$ cat src/rtl/cd_spi_csr_bridge.sv
// SPI mode-0 slave that turns host byte streams into cdbus CSR accesses.
// Ports: clk/reset (sync, active-high); spi_sck/nss/mosi in, spi_miso/_oe out;
//   chip_select, csr_address, csr_read/csr_readdata, csr_write/csr_writedata.
module cd_spi_csr_bridge #(
    parameter int SYNC_STAGES = 2
) (
    input  logic       clk,
    input  logic       reset,
    input  logic       spi_sck,
    input  logic       spi_nss,
    input  logic       spi_mosi,
    output logic       spi_miso,
    output logic       spi_miso_oe,
    output logic       chip_select,
    output logic [4:0] csr_address,
    output logic       csr_read,
    input  logic [7:0] csr_readdata,
    output logic       csr_write,
    output logic [7:0] csr_writedata
);

    typedef enum logic [1:0] {IDLE, CMD, WDATA, RDATA} state_t;

    logic [SYNC_STAGES-1:0] sck_sync_q;
    logic [SYNC_STAGES-1:0] nss_sync_q;
    logic [SYNC_STAGES-1:0] mosi_sync_q;
    logic                   sck_hist_q;
    logic                   nss_hist_q;

    state_t     state_q;
    logic [2:0] bitcnt_q;
    logic [6:0] rx_shift_q;
    logic [7:0] tx_shift_q;
    logic       load_q;
    logic       cs_q;
    logic [4:0] addr_q;
    logic       rd_q;
    logic       wr_q;
    logic [7:0] wdata_q;

    logic       sck_s;
    logic       nss_s;
    logic       mosi_s;
    logic       sck_rise;
    logic       sck_fall;
    logic       nss_fall;
    logic [7:0] rx_d;

    // Sync flops reset low: a host still holding NSS low across reset
    // produces no falling edge, so nothing restarts until a fresh select.
    always_ff @(posedge clk) begin
        if (reset) begin
            sck_sync_q  <= '0;
            nss_sync_q  <= '0;
            mosi_sync_q <= '0;
            sck_hist_q  <= 1'b0;
            nss_hist_q  <= 1'b0;
        end else begin
            sck_sync_q  <= {sck_sync_q[SYNC_STAGES-2:0], spi_sck};
            nss_sync_q  <= {nss_sync_q[SYNC_STAGES-2:0], spi_nss};
            mosi_sync_q <= {mosi_sync_q[SYNC_STAGES-2:0], spi_mosi};
            sck_hist_q  <= sck_s;
            nss_hist_q  <= nss_s;
        end
    end

    assign sck_s    = sck_sync_q[SYNC_STAGES-1];
    assign nss_s    = nss_sync_q[SYNC_STAGES-1];
    assign mosi_s   = mosi_sync_q[SYNC_STAGES-1];
    assign sck_rise = sck_s & ~sck_hist_q;
    assign sck_fall = ~sck_s & sck_hist_q;
    assign nss_fall = ~nss_s & nss_hist_q;
    assign rx_d     = {rx_shift_q, mosi_s};

    always_ff @(posedge clk) begin
        if (reset) begin
            state_q    <= IDLE;
            bitcnt_q   <= 3'd0;
            rx_shift_q <= 7'd0;
            tx_shift_q <= 8'd0;
            load_q     <= 1'b0;
            cs_q       <= 1'b0;
            addr_q     <= 5'd0;
            rd_q       <= 1'b0;
            wr_q       <= 1'b0;
            wdata_q    <= 8'd0;
        end else begin
            rd_q <= 1'b0;
            wr_q <= 1'b0;
            cs_q <= ~nss_s;
            // Deselect has priority over any edge seen in the same clock.
            if (nss_s) begin
                state_q    <= IDLE;
                bitcnt_q   <= 3'd0;
                tx_shift_q <= 8'd0;
                load_q     <= 1'b0;
            end else begin
                unique case (state_q)
                    IDLE: begin
                        if (nss_fall) begin
                            state_q  <= CMD;
                            bitcnt_q <= 3'd0;
                        end
                    end
                    CMD: begin
                        if (sck_rise) begin
                            rx_shift_q <= rx_d[6:0];
                            bitcnt_q   <= bitcnt_q + 3'd1;
                            if (bitcnt_q == 3'd7) begin
                                addr_q <= rx_d[4:0];
                                if (rx_d[7]) begin
                                    state_q <= WDATA;
                                end else begin
                                    state_q <= RDATA;
                                    load_q  <= 1'b1;
                                end
                            end
                        end
                    end
                    WDATA: begin
                        if (sck_rise) begin
                            rx_shift_q <= rx_d[6:0];
                            bitcnt_q   <= bitcnt_q + 3'd1;
                            if (bitcnt_q == 3'd7) begin
                                wr_q    <= 1'b1;
                                wdata_q <= rx_d;
                            end
                        end
                    end
                    RDATA: begin
                        // Peek fills MISO early; the read strobe waits for
                        // the host to actually clock the byte.
                        if (load_q) begin
                            tx_shift_q <= csr_readdata;
                            load_q     <= 1'b0;
                        end
                        if (sck_rise) begin
                            bitcnt_q <= bitcnt_q + 3'd1;
                            if (bitcnt_q == 3'd0) rd_q <= 1'b1;
                            if (bitcnt_q == 3'd7) load_q <= 1'b1;
                        end else if (sck_fall && bitcnt_q != 3'd0) begin
                            tx_shift_q <= {tx_shift_q[6:0], 1'b0};
                        end
                    end
                    default: state_q <= IDLE;
                endcase
            end
        end
    end

    assign spi_miso      = tx_shift_q[7];
    assign spi_miso_oe   = cs_q;
    assign chip_select   = cs_q;
    assign csr_address   = addr_q;
    assign csr_read      = rd_q;
    assign csr_write     = wr_q;
    assign csr_writedata = wdata_q;

endmodule

$ cat config.mk
export PLATFORM = sky130hd
export DESIGN_NAME = cd_spi_csr_bridge
export DESIGN_NICKNAME = d
export VERILOG_FILES = /design/src/rtl/cd_spi_csr_bridge.sv
export SDC_FILE = /design/constraint.sdc
export NUM_CORES = 1
export LEC_CHECK = 0
export ABC_CLOCK_PERIOD_IN_PS = 3100
export BUFFER_PORTS_ARGS = -buffer_cell sky130_fd_sc_hd__buf_2
export CAP_MARGIN = 40
export CORE_MARGIN = 5
export CORE_UTILIZATION = 55
export CTS_BUF_LIST = sky130_fd_sc_hd__clkbuf_16
export CTS_CLUSTER_SIZE = 12
export DETAILED_ROUTE_END_ITERATION = 12
export PLACE_DENSITY = 0.88
export RECOVER_POWER = 50
export SLEW_MARGIN = 20
export SYNTH_ARGS = -nofsm -noshare
export SYNTH_HDL_FRONTEND = slang
export SYNTH_SLANG_ARGS = --single-unit
$ cat constraint.sdc
create_clock -name clk -period 3.1 [get_ports clk]
set_input_delay 0.155 -clock clk [delete_from_list [all_inputs] [get_ports clk]]
set_output_delay 0.155 -clock clk [all_outputs]
set_load 0.02 [all_outputs]
==> impl_metrics.json, run 1 <==
{
  "clk_latency_ps": 290,
  "diodes": 0,
  "period_share": 0.576,
  "io_pins": 31,
  "cts_resized": 0,
  "synth.net_count": 223,
  "yosysTopAreaCellShare": 0.479,
  "grt_pass1_vias": 1434,
  "num-fill-cells": 295,
  "core.rowCount": 21,
  "startpoint": "bitcnt_q[0]",
  "rr_startpoint": "bitcnt_q[0]",
  "antenna_found_initial": 0,
  "grt_max_degree": 31,
  "die_area_sq_um": 4690,
  "dieHeight_um": 68.5,
  "cts_buffer_depth": 2,
  "worst_path_max_delay_cell": "dfxtp_1",
  "crit_chain": "ha_1, ha_1, nor4bb_2, buf_4, nand2_1, nand2_1, a21oi_1",
  "criticalPathCategory": "flip-flop to flip-flop",
  "ys_seq_area_frac": 0.479,
  "drive_gt1_frac": 0.130,
  "hp-class": "input port to flip-flop",
  "multi_input_area_sq_um": 893,
  "grt_pass1_wl_um": 6230,
  "drc_errors": 0,
  "h-tree-depth": 2,
  "power_density_nw_per_um2": 550,
  "gp_congestion": 0.799,
  "worstPathRequired_ps": 3220,
  "synthCells": 201,
  "finalHoldViolCount": 0,
  "dp.final_hpwl_um": 2470,
  "setup_tns_ps": 0,
  "synth-seq-cells": 45,
  "maxCapViolCount": 0,
  "post_cts.repair.setup_buffers": 0,
  "syn_area_sq_um": 1880,
  "finalCriticalPeriod_ps": 1780,
  "grt.overflow.total": 0,
  "tritoncts": "yes",
  "cp_slowest_stage_delay_ps": 350,
  "clockRootBuffer": "clkbuf_16",
  "final_util": 0.664,
  "start_kind": "flip-flop",
  "grt.total_usage": 0.180,
  "die_x_um": 68.5,
  "worstSetupEndpointType": "flip-flop",
  "ys.flop_type": "dfxtp_1",
  "vias": 1477,
  "critPathMaxFanout": 15,
  "viasPerCell": 5.35,
  "maxSlewViolCount": 0,
  "drt_iter0_drc": 86,
  "initial_utilization": 0.568,
  "placed_cell_area_sq_um": 2050,
  "core-area_sq_um": 3310,
  "synth.avg_cell_area_sq_um": 9.35,
  "status": "completed",
  "path_delay_family": "simple AND/OR/NAND/NOR gates",
  "cts_buffers": 5,
  "cts.sinks": 45,
  "stdcell_area_sq_um": 2200,
  "cp_data_arrival_time_ps": 1900,
  "synth.distinct_cells": 28,
  "path_clk_slew_ps": 60,
  "portBuffers": 30,
  "fmax_mhz": 560,
  "rsz0062_at_grt": "no",
  "fin_nets": 251,
  "drt-total-wl_um": 3550,
  "cts_hold_buf": 0,
  "min-delay-start": "spi_sck",
  "worst_pin_slew_ps": 1180,
  "crit_buf_inv": 1,
  "first_pass_iters": 4,
  "leakage_nw": 0.834,
  "drtAntennaViolNets": 0,
  "slew_headroom": 0.215,
  "synth_edf_count": 0,
  "synth_largest_area_cell": "dfxtp_1",
  "finClkSkew_ps": 6.51,
  "wl_per_cell_um": 12.9,
  "syn2layout_area_growth_pct": 17.0,
  "ir_worst_vdd_mv": 0.410,
  "total_power_w": 0.00121,
  "ys_warn_count": 0,
  "setup_viol": 0,
  "synth_area_leaders": "dfxtp_1 (48%), mux2i_1 (8.0%), ha_1 (6.0%)",
  "seqCellArea_sq_um": 901,
  "async_flop_share": 0
}
## cell families after synthesis
kind of cell | count (synthesis) | share of synthesized area
compound gates | 31 | 0.0965
flops | 45 | 0.479
mux | 22 | 0.122
buf+inv | 20 | 0.0486
fa+ha+maj | 9 | 0.0599
simple gates | 74 | 0.194
## routing by layer
metal | global-route usage | vias to the layer above | part of all wire
met5 | 0 | - | 0
met4 | 0.0868 | 0 | 0.020
met3 | 0.0690 | 6 | 0.058
met2 | 0.291 | 33 | 0.48
met1 | 0.207 | 694 | 0.44
li1 | - | 744 | -
## final timing paths
| check | endpoint | slack (ps) | cells after the start |
|---|---|---|---|
| min | sck_sync_q[0] | 80 | 2 |
| min reg2reg | sck_sync_q[1] | 440 | 1 |
| max reg2reg | csr_writedata[2] | 1320 | 7 |
| max | csr_writedata[2] | 1320 | 7 |
## cells in the final DEF (no fill, tap or decap), drive strengths merged
cell	count
a21oi	15
a22oi	4
a311oi	1
a31oi	1
buf	14
bufinv	1
clkbuf	24
clkinv	3
dfxtp	45
ha	9
inv	7
mux2	7
mux2i	15
nand2	25
nand2b	4
nand3	15
nand3b	3
nand4	1
nor2	13
nor2b	8
nor3b	2
nor4	1
nor4bb	1
o21ai	2
o22ai	7
o31ai	1
or2	1
## power by group
group	switching [W]	leakage (nW)	total [W]	internal [W]
logic	0.0000201	0.384	0.0000332	0.0000131
registers	0.00000391	0.364	0.000588	0.000584
clock network	0.000211	0.0852	0.000589	0.000378
total	0.000235	0.834	0.00121	0.000975
## registers in the layout, indices dropped and copies added (netlist names)
| register | count |
|---|---|
| bitcnt_q | 3 |
| csr_write | 1 |
| tx_shift_q | 8 |
| nss_hist_q | 1 |
| rx_shift_q | 7 |
| nss_sync_q | 2 |
| chip_select | 1 |
| csr_writedata | 8 |
| load_q | 1 |
| csr_read | 1 |
| mosi_sync_q | 2 |
| csr_address | 5 |
| state_q | 2 |
| sck_sync_q | 2 |
| sck_hist_q | 1 |
## synthesized netlist by cell type, types with 3 or more instances
| master | n |
|---|---|
| nor2_1 | 13 |
| nand3b_1 | 3 |
| clkbuf_1 | 5 |
| dfxtp_1 | 45 |
| a21oi_1 | 15 |
| nor2b_1 | 8 |
| nand3_1 | 14 |
| o22ai_1 | 7 |
| buf_4 | 3 |
| inv_1 | 6 |
| mux2_2 | 7 |
| buf_2 | 4 |
| a22oi_1 | 4 |
| ha_1 | 9 |
| nand2b_1 | 4 |
| nand2_1 | 25 |
| mux2i_1 | 15 |
## worst reg2reg max path: stages (launching register included)
cell and delay, ps:
dfxtp_1 350, ha_1 190, ha_1 160, nor4bb_2 280, buf_4 230, nand2_1 210
nand2_1 130, a21oi_1 70
## final cells by class
class / count / area share
clock inverters: 3 / 0.0194
clock buffers: 5 / 0.0569
flip-flops and latches: 45 / 0.410
multi-input cells: 136 / 0.406
inverters: 8 / 0.0137
well taps: 46 / 0.0262
repair buffers: 33 / 0.0677
## stage by stage
stage	worst slack (ps)	hold WS, ps	instances
2_1_floorplan	1620	283	201
3_3_place_gp	1420	363	268
3_5_place_dp	1350	372	268
4_1_cts	1340	76.5	276
5_1_grt	1120	83.2	276
6_report	1320	78.9	276
Note: power is estimated with default switching activity, not from simulation.
==> inputs of run 2 (changes only) <==
- ABC_CLOCK_PERIOD_IN_PS: 3100 -> 1500
- CORE_UTILIZATION: 55 -> 49
- PLACE_DENSITY: 0.88 -> 0.84
- clock period: 3.1 -> 1.5 ns (I/O delays scaled with it)
==> run 2 against run 1 <==
Compared with the run above: the run now ends with negative setup slack left; fmax grew 15%; sequential share of layout area shrank 5.8 points; final area grew 17%; flip-flop and latch count is the same; critical path type unchanged; critical endpoint is now rx_shift_q[0]; largest power group unchanged; highest routed layer unchanged.
==> impl_metrics.json, run 2 (synthesized netlist as in run 1, its figures left out) <==
{
  "status": "complete, but fails checks",
  "violations": "negative setup slack",
  "dieHeight_um": 71.9,
  "cts_buffer_depth": 2,
  "io_pins": 31,
  "p_sw_frac": 0.180,
  "syn2layout_area_growth_pct": 37.0,
  "core-area_sq_um": 3690,
  "critPathMaxFanout": 7,
  "cts_hold_buf": 0,
  "die_area_sq_um": 5170,
  "setup_viol": 5,
  "place_ws_ps": -255,
  "clk_latency_ps": 280,
  "fin_ws_ps": -57.6,
  "path_clk_slew_ps": 60,
  "worst_pin_slew_ps": 384,
  "h-tree-depth": 2,
  "drt_iter0_drc": 83,
  "power.switching_w": 0.000481,
  "viasPerCell": 5.40,
  "crit_chain": "inv_1, ha_2, nor3b_2, buf_6, mux2i_1, nor2_1",
  "worstSetupEndpointType": "flip-flop",
  "mostFrequentLayoutCell": "dfxtp_1",
  "criticalPathCategory": "flip-flop to flip-flop",
  "p_comb_frac": 0.032,
  "cp_data_arrival_time_ps": 1710,
  "period_share": 1.04,
  "internal-power_w": 0.00219,
  "drc_errors": 0,
  "diodes": 0,
  "seqCellArea_sq_um": 907,
  "crit_buf_inv": 2,
  "start_kind": "flip-flop",
  "grt_max_degree": 30,
  "num-fill-cells": 266,
  "tritoncts": "yes",
  "dp.final_hpwl_um": 2690,
  "vias": 1589,
  "hp-class": "input port to flip-flop",
  "fin_nets": 267,
  "rsz0062_at_grt": "yes",
  "maxSlewViolCount": 0,
  "clkPwrFrac": 0.513,
  "worstPathRequired_ps": 1650,
  "cp_slowest_stage_delay_ps": 370,
  "grt.total_usage": 0.154,
  "finClkSkew_ps": 2.89,
  "core.rowCount": 22,
  "die_x_um": 71.9,
  "worst_path_max_delay_cell": "dfxtp_1",
  "finalHoldViolCount": 0,
  "fmax_mhz": 642,
  "wl_per_cell_um": 15.7,
  "clockRootBuffer": "clkbuf_16",
  "seq_power_share": 0.455,
  "ir_worst_vdd_mv": 0.830,
  "maxCapViolCount": 0,
  "r2r_slack_ps": -60,
  "cts.sinks": 45,
  "portBuffers": 30,
  "grt_pass1_wl_um": 6280,
  "drtAntennaViolNets": 0,
  "leakage_nw": 0.945,
  "first_pass_iters": 4,
  "drt-total-wl_um": 4600,
  "final_util": 0.698,
  "path_delay_family": "flip-flops",
  "cts_buffers": 5,
  "power_density_nw_per_um2": 1040,
  "drive_gt1_frac": 0.350,
  "whs_ps": 6.28,
  "setup_tns_ps": -143,
  "grt_pass1_vias": 1397,
  "antenna_found_initial": 0,
  "slew_headroom": 0.744,
  "layout_common_cells": "dfxtp_1 (42), nand2_1 (22), buf_2 (18)",
  "grt.overflow.total": 0,
  "gp_congestion": 0.749,
  "multi_input_area_sq_um": 1070,
  "initial_utilization": 0.509,
  "finalCriticalPeriod_ps": 1560
}
run 2: area by class of cell:
cell class	instances	area share
Clock buffer	5	0.0486
Multi-Input combinational cell	136	0.416
Tap cell	48	0.0233
Clock inverter	3	0.0253
Timing Repair inverter	1	0.00194
Sequential cell	45	0.352
Timing Repair Buffer	48	0.119
Inverter	8	0.0131
run 2: through the flow:
stage | total power, W | cell area (sq um) | std cells
floorplan | 0.00129 | 1880 | 201
global placement | 0.00131 | 2140 | 281
detailed placement | 0.00132 | 2140 | 281
CTS | 0.00268 | 2430 | 292
global route | 0.00274 | 2570 | 294
finish | 0.00267 | 2570 | 294
run 2: power by group through the flow:
stage | Clock, W | Sequential, W | Combinational (W)
final | 0.00137 | 0.00122 | 0.0000848
after CTS | 0.00138 | 0.00122 | 0.0000791
after global routing | 0.00143 | 0.00122 | 0.0000929
after floorplan | 0 | 0.00124 | 0.0000442
after detailed placement | 0 | 0.00124 | 0.0000767
after global placement | 0 | 0.00124 | 0.0000749
run 2: metal layers:
metal,track usage,share of wire
met1,0.186,0.42
met2,0.271,0.52
met3,0.0402,0.038
met4,0.0376,0.020
met5,0,0
run 2: what timing repair did:
item,CTS,global route
pin swaps,3,17
hold endpoints to repair,0,0
endpoints found under the setup margin,18,30
gates resized for setup,11,34
setup buffers,3,1
gates cloned,0,1
run 2: worst paths after layout:
check,start,to,depth (start not counted)
max,state_q[0],rx_shift_q[0],6
min,spi_nss,nss_sync_q[0],2
max reg2reg,state_q[0],rx_shift_q[0],6
min reg2reg,sck_sync_q[0],sck_sync_q[1],1
